$ cat src/rtl/sysid_probe_master.sv
// ---------------------------------------------------------------------------
// sysid_probe_master
//
// Reads two words from an Avalon-MM system-ID slave and compares them with
// the expected build ID (word 0) and build timestamp (word 1). The slave is
// polled only on request. Each phase has a bounded wait. A stuck or absent
// slave therefore ends the probe with the timeout flag set instead of
// hanging.
//
// Ports
//   clock              single rising-edge clock
//   reset_n            asynchronous active-low reset
//   start              probe request, level-sampled while idle
//   avm_address        word address (0 = ID, 1 = timestamp)
//   avm_read           read request, held until waitrequest is low
//   avm_waitrequest    slave stall
//   avm_readdata       read data, qualified by avm_readdatavalid
//   avm_readdatavalid  read data qualifier
//   busy               high while a probe is in progress
//   done               one-clock completion pulse
//   id_ok, ts_ok       captured word matched its expected value
//   timeout            a phase exceeded TIMEOUT_CYCLES
//   id_value, ts_value captured words, held until the next probe starts
// ---------------------------------------------------------------------------
module sysid_probe_master #(
   parameter logic [31:0] EXPECTED_ID    = 32'd2899645186,
   parameter logic [31:0] EXPECTED_TS    = 32'd1448799059,
   parameter int unsigned TIMEOUT_CYCLES = 255
) (
   input  logic        clock,
   input  logic        reset_n,
   input  logic        start,
   output logic        avm_address,
   output logic        avm_read,
   input  logic        avm_waitrequest,
   input  logic [31:0] avm_readdata,
   input  logic        avm_readdatavalid,
   output logic        busy,
   output logic        done,
   output logic        id_ok,
   output logic        ts_ok,
   output logic        timeout,
   output logic [31:0] id_value,
   output logic [31:0] ts_value
);

   typedef enum logic [2:0] {
      IDLE,
      RD_ID,
      WT_ID,
      RD_TS,
      WT_TS,
      FIN
   } state_e;

   localparam logic [16:0] LIMIT = 17'(TIMEOUT_CYCLES);

   state_e      state_q, state_d;
   logic [15:0] cnt_q, cnt_d;
   logic        id_ok_q, id_ok_d;
   logic        ts_ok_q, ts_ok_d;
   logic        timeout_q, timeout_d;
   logic [31:0] id_value_q, id_value_d;
   logic [31:0] ts_value_q, ts_value_d;

   logic [15:0] cnt_inc;
   logic        limit_hit;

   // The counter saturates so it cannot wrap back below the limit. The
   // limit test is ">=" rather than "==". The wait phase inherits the count
   // of its read phase. If the read was accepted in the same clock the limit
   // was reached, the wait phase starts already at or past the limit. It
   // must still time out if no data ever arrives.
   assign cnt_inc   = (&cnt_q) ? cnt_q : cnt_q + 16'd1;
   assign limit_hit = ({1'b0, cnt_q} + 17'd1) >= LIMIT;

   // NOTE: every comb output gets a default before the case statement, so
   // no path leaves a signal unassigned and no latch is inferred.
   always_comb begin
      state_d     = state_q;
      cnt_d       = cnt_q;
      id_ok_d     = id_ok_q;
      ts_ok_d     = ts_ok_q;
      timeout_d   = timeout_q;
      id_value_d  = id_value_q;
      ts_value_d  = ts_value_q;
      avm_read    = 1'b0;
      avm_address = 1'b0;
      busy        = (state_q != IDLE);
      done        = 1'b0;

      unique case (state_q)
         IDLE: begin
            if (start) begin
               state_d    = RD_ID;
               cnt_d      = '0;
               id_ok_d    = 1'b0;
               ts_ok_d    = 1'b0;
               timeout_d  = 1'b0;
               id_value_d = '0;
               ts_value_d = '0;
            end
         end
         RD_ID: begin
            avm_read = 1'b1;
            cnt_d    = cnt_inc;
            // Acceptance wins over the limit when both occur in the same clock.
            if (!avm_waitrequest) begin
               state_d = WT_ID;
            end else if (limit_hit) begin
               timeout_d = 1'b1;
               state_d   = FIN;
            end
         end
         WT_ID: begin
            cnt_d = cnt_inc;
            if (avm_readdatavalid) begin
               id_value_d = avm_readdata;
               id_ok_d    = (avm_readdata == EXPECTED_ID);
               cnt_d      = '0;
               state_d    = RD_TS;
            end else if (limit_hit) begin
               timeout_d = 1'b1;
               state_d   = FIN;
            end
         end
         RD_TS: begin
            avm_read    = 1'b1;
            avm_address = 1'b1;
            cnt_d       = cnt_inc;
            if (!avm_waitrequest) begin
               state_d = WT_TS;
            end else if (limit_hit) begin
               timeout_d = 1'b1;
               state_d   = FIN;
            end
         end
         WT_TS: begin
            cnt_d = cnt_inc;
            if (avm_readdatavalid) begin
               ts_value_d = avm_readdata;
               ts_ok_d    = (avm_readdata == EXPECTED_TS);
               state_d    = FIN;
            end else if (limit_hit) begin
               timeout_d = 1'b1;
               state_d   = FIN;
            end
         end
         FIN: begin
            done    = 1'b1;
            state_d = IDLE;
         end
         default: state_d = IDLE;
      endcase
   end

   // NOTE: sequential state uses non-blocking assignments only, so every
   // register samples its pre-edge value.
   always_ff @(posedge clock or negedge reset_n) begin
      if (!reset_n) begin
         state_q    <= IDLE;
         cnt_q      <= '0;
         id_ok_q    <= 1'b0;
         ts_ok_q    <= 1'b0;
         timeout_q  <= 1'b0;
         id_value_q <= '0;
         ts_value_q <= '0;
      end else begin
         state_q    <= state_d;
         cnt_q      <= cnt_d;
         id_ok_q    <= id_ok_d;
         ts_ok_q    <= ts_ok_d;
         timeout_q  <= timeout_d;
         id_value_q <= id_value_d;
         ts_value_q <= ts_value_d;
      end
   end

   assign id_ok    = id_ok_q;
   assign ts_ok    = ts_ok_q;
   assign timeout  = timeout_q;
   assign id_value = id_value_q;
   assign ts_value = ts_value_q;

endmodule

$ cat config.mk
export PLATFORM = sky130hd
export DESIGN_NAME = sysid_probe_master
export DESIGN_NICKNAME = d
export VERILOG_FILES = /design/src/rtl/sysid_probe_master.sv
export SDC_FILE = /design/constraint.sdc
export NUM_CORES = 1
export LEC_CHECK = 0
export CAP_MARGIN = 0
export CORE_MARGIN = 8
export CORE_UTILIZATION = 52
export DETAILED_ROUTE_END_ITERATION = 8
export GPL_TIMING_DRIVEN = 0
export PLACE_DENSITY = 0.85
export SLEW_MARGIN = 20
export SYNTH_ARGS = -nofsm -noshare
export SYNTH_HDL_FRONTEND = slang
export SYNTH_SLANG_ARGS = --single-unit
$ cat constraint.sdc
create_clock -name clock -period 6.4 [get_ports clock]
set_input_delay 1.6 -clock clock [delete_from_list [all_inputs] [get_ports clock]]
set_output_delay 1.6 -clock clock [all_outputs]
set_load 0.01 [all_outputs]
# --- After elaboration in Yosys (flattened, before gate mapping) ---
# Index checks and enable logic that the tools add are counted.
classes:
  add_sub_neg: 2
  multipliers: 0
  div: 0
  n_lt_le_gt_ge: 1
  eq_ne: 12
  n_shift: 0
  mux: 27
  n_bitwise: 0
  n_reduce_logical: 14
op_table:
  columns: ["cell", "n"]
  rows:
  - ["$pmux 32 s2", 2]
  - ["$mux 32", 2]
  - ["$mux 16", 3]
  - ["$pmux 16 s3", 1]
  - ["$eq 32x31->1 const B", 1]
  - ["$eq 32x32->1 const B", 1]
  - ["$mux 3", 6]
  - ["$add 16x1->17 const B", 1]
  - ["$ge 17x8->1 const B", 1]
  - ["$add 16x1->16 const B", 1]
  - ["$reduce_and 16->1", 1]
  - ["$pmux 3 s5", 1]
  - ["$mux 1", 9]
  - ["$reduce_bool 3->1", 3]
  - ["$ne 2x2->1 const B", 4]
  - ["$eq 3x2->1 const B", 2]
  - ["$eq 3x3->1 const B", 2]
  - ["$reduce_and 3->1", 2]
  - ["$pmux 1 s2", 2]
  - ["$reduce_and 4->1", 1]
  - ["$reduce_bool 2->1", 2]
  - ["$reduce_or 2->1", 2]
  - ["$eq 3x1->1 const B", 1]
  - ["$logic_not 3->1", 1]
  - ["other kinds (4)", 4]
word_totals:
  reg_bits: 86
  latch_bits: 0
  ramBits: 0
  mem_bits_ro: 0
  inputBits: 37
  memories: 0

# --- Depth between registers and ports, before layout ---
depth:
  ltp_word: 5
  depth_mapped: 9
  mapped_depth_nobuf: 8

# --- Least setup slack after synthesis ---
# Ideal clock, no wire load.
synth_path:
  kind: "input to register"
  start: "in avm_readdatavalid"
  end: "reg id_value_q[10], in the netlist id_value[10]"
  arrival_ps: 2529
  required_ps: 6279
  slack_ps: 3750
  path_stages: 5
  path_buffers: 2
  path_cell_list: "mux2i_1 or3_1 clkbuf_1 clkbuf_1 a22o_1"
synth_via:
  elab_chain_len: 2
synth_rtl:
  columns: ["element", "line", "text"]
  rows:
  - ["from (decl)", "37", "input logic avm_readdatavalid,"]
  - ["$ne 2x2->1 (no line)", null, null]
  - ["$reduce_and 3->1 (no line)", null, null]
  - ["to (signal assigned)", "174", "id_value_q <= id_value_d;"]
  - ["to (decl)", "63", "logic [31:0] id_value_q, id_value_d;"]
# No other way between the ends.
# A chain may end at the register's enable or synchronous reset.

# --- Final worst setup path ---
layout_path:
  start: "reg state_q[0]"
  end: "out avm_read"
layout_via:
  elab_chain_len: 3
  elab_cells_between_ends: 4
layout_rtl:
  columns: ["element", "line", "text"]
  rows:
  - ["from (decl)", "58", "state_e state_q, state_d;"]
  - ["from (signal assigned)", "169", "state_q <= state_d;"]
  - ["$eq 3x2->1 / $eq 3x1->1 (equally long branches)", "92", "unique case (state_q)"]
  - ["$reduce_or 2->1 (no line) (*)", null, null]
  - ["$mux 1 (*)", "92", null]
  - ["to (decl)", "34", "output logic avm_read,"]
# Every way passes the cells marked *; elsewhere a longest branch is shown, timed or not.

==> flow_summary.toml <==
[timing]
slew_headroom = 0.631
min_period_ps = 3540
finalSetupViolations = 0
slew_violations = 0
rsz0062_at_grt = "false"
fmax_mhz = 282
setup_tns_ps = 0
hold_viol = 0
skew_ps = 9.36
worstMarginPinSlew_ps = 554
whs_ps = 479
period_share = 0.554

[placed_design]
gp_congestion = 0.911
io_buffers = 107
dp.cells = 614
dp_hpwl_mm = 8.47

[cts]
cts_made_buffers = 9
htree_num_levels = 3
cts-resized-gates = 0
ctsHoldBuffers = 0
root_buffer = "clkbuf_8"
cts_tree = "built"
clk_path_buf_depth = 2
clock_latency_ps = 360
post_cts_buffers = 0
cts.sinks = 86
path_clk_slew_ps = 90

[final_layout]
drive_gt1_frac = 0.0663
antennaDiodeCount = 0
final_cells = 630
syn_to_final_growth_pct = 35.2
finish.utilization = 0.711
nets = 562

[routing]
drt_iter0_drc = 160
ant_nets = 0
vias = 3615
drc = 0
dr.pass1.iters = 4
post_drt_wl_per_cell_um = 18.4
routed_via_density = 5.74
finalWirelength_mm = 11.6

[global_routing]
grt_use_total = 0.217
grt_pass1_wl_mm = 19.1
grt_max_degree = 45
overflow = 0
grt_pass1_vias = 3746
antenna_found_initial = 0

[worst_setup_path]
rr_worst_depth = 7
end_kind = "output pin"
path_max_fanout = 9
arrival_ps = 1940
start_kind = "flop"
cp.required_ps = 4800
r2r-end = "state_q[0]"
crit_type = "reg -> out"
crit-reg2reg-launch = "cnt_q[0]"
rrSetupSlack_ps = 3710

[synth]
seq_area_frac_synth = 0.541
avgSynthCellArea_um2 = 9.85
synth_top_flop_cell = "dfrtp_1"
synth_edf_count = 0
synth-async-reset-ratio = 1.00
yosys.area.top_type = "dfrtp_1"
synth-seq-cells = 86
ys_warn_count = 0
synth_top_cell_area_share = 0.541
synthTopCellsByArea = "dfrtp_1 54%, nand2_1 7.6%, a22o_1 7.3%"
synth_area_um2 = 3980
synthesis.nets = 443
syn_inst = 404
yosys-top-cells-count = "86 x dfrtp_1, 81 x nand2_1, 43 x o21ai_0, 33 x a22o_1, 24 x nor2_1"
post-synth-top-count-cell = "dfrtp_1"
ys_types = 47

[power]
ir_drop_uv = 232
powerDensity_nw_per_um2 = 403
p_leak_uw = 0.00226

[floorplanning]
die-height_um = 104
die_w_um = 104
die_area_um2 = 10700
rows = 32
core_um2 = 7570
initial_core_util = 0.526
io_pins = 108

[min_path]
hold_end = "ts_ok"
min_path_cells = 2
hold_path.class = "reg -> reg"
holdCritStartpoint = "ts_ok"

[run_status]
status = "completed"

[job]
drv_cap = 0
==> final cells by class <==
cell class	instances	area, um2
clock buffer	12	155
timing repair buffer	108	1090
multi-input combinational	279	1660
inverter	9	33.8
buffer	30	136
sequential	86	2150
clock inverter	4	31.3
tap	102	128
fill	530	2180
==> where the power goes <==
part,switching (uW),total (uW),internal [uW]
combinational,503,988,485
sequential,109,819,710
clock,197,360,163
==> metrics by stage <==
step,power [uW],area (um2),worst slack [ps]
after floorplan,1290,3980,3750
after global placement,1780,5180,675
after detailed placement,1810,5200,2860
after CTS,2180,5380,2870
after global routing,2300,5380,2730
final,2170,5380,2860
==> kinds of logic (layout without fill, tap and decap cells) <==
logic type	after synthesis	in the layout	synth area share
xor+xnor	17	17	0.0374
flops	86	86	0.541
fa+ha+maj	2	2	0.00628
mux	3	3	0.00754
simple gates	161	161	0.199
compound gates	96	96	0.166
buf+inv	39	163	0.0427
==> critical path, cell delays in order, from the launching register on <==
cell and delay (ps):
dfrtp_1 330, clkbuf_1 260, inv_1 170, nor2_1 240, clkdlybuf4s50_1 580
==> state kept, by name (all words and copies together), names as in the netlist <==
| register | cells |
|---|---|
| cnt_q | 16 |
| ts_value | 32 |
| timeout | 1 |
| id_ok | 1 |
| ts_ok | 1 |
| id_value | 32 |
| state_q | 3 |
==> how the worst max path moves through the flow <==
stage                            from           end  cells past startpoint  slack (ps)
floorplan           avm_readdatavalid  id_value[10]                      5        3750
global route               state_q[0]      avm_read                      4        2730
global placement              reset_n  id_value[15]                      1         670
detailed placement  avm_readdatavalid  id_value[15]                      6        2860
finish                     state_q[0]      avm_read                      4        2860
CTS                        state_q[0]      avm_read                      4        2870
==> cell usage in the layout, fill, tap and decap left out, drive strengths merged, types with 7 or more instances in the layout <==
cell type / n
nand4: 13
dfrtp: 86
nand2: 81
buf: 12
nor4: 7
a22o: 33
nand3: 8
clkdlybuf4s50: 106
o21ai: 43
inv: 9
nor2: 24
clkbuf: 32
xor2: 9
xnor2: 8
==> layer usage <==
metal / vias up / track usage / routed length, um
met5: - / 0 / 0
met4: 0 / 0.0860 / 259
met3: 21 / 0.0576 / 672
met2: 133 / 0.358 / 5680
met1: 1797 / 0.262 / 4960
li1: 1664 / - / -
(Power assumes the default switching activity.)
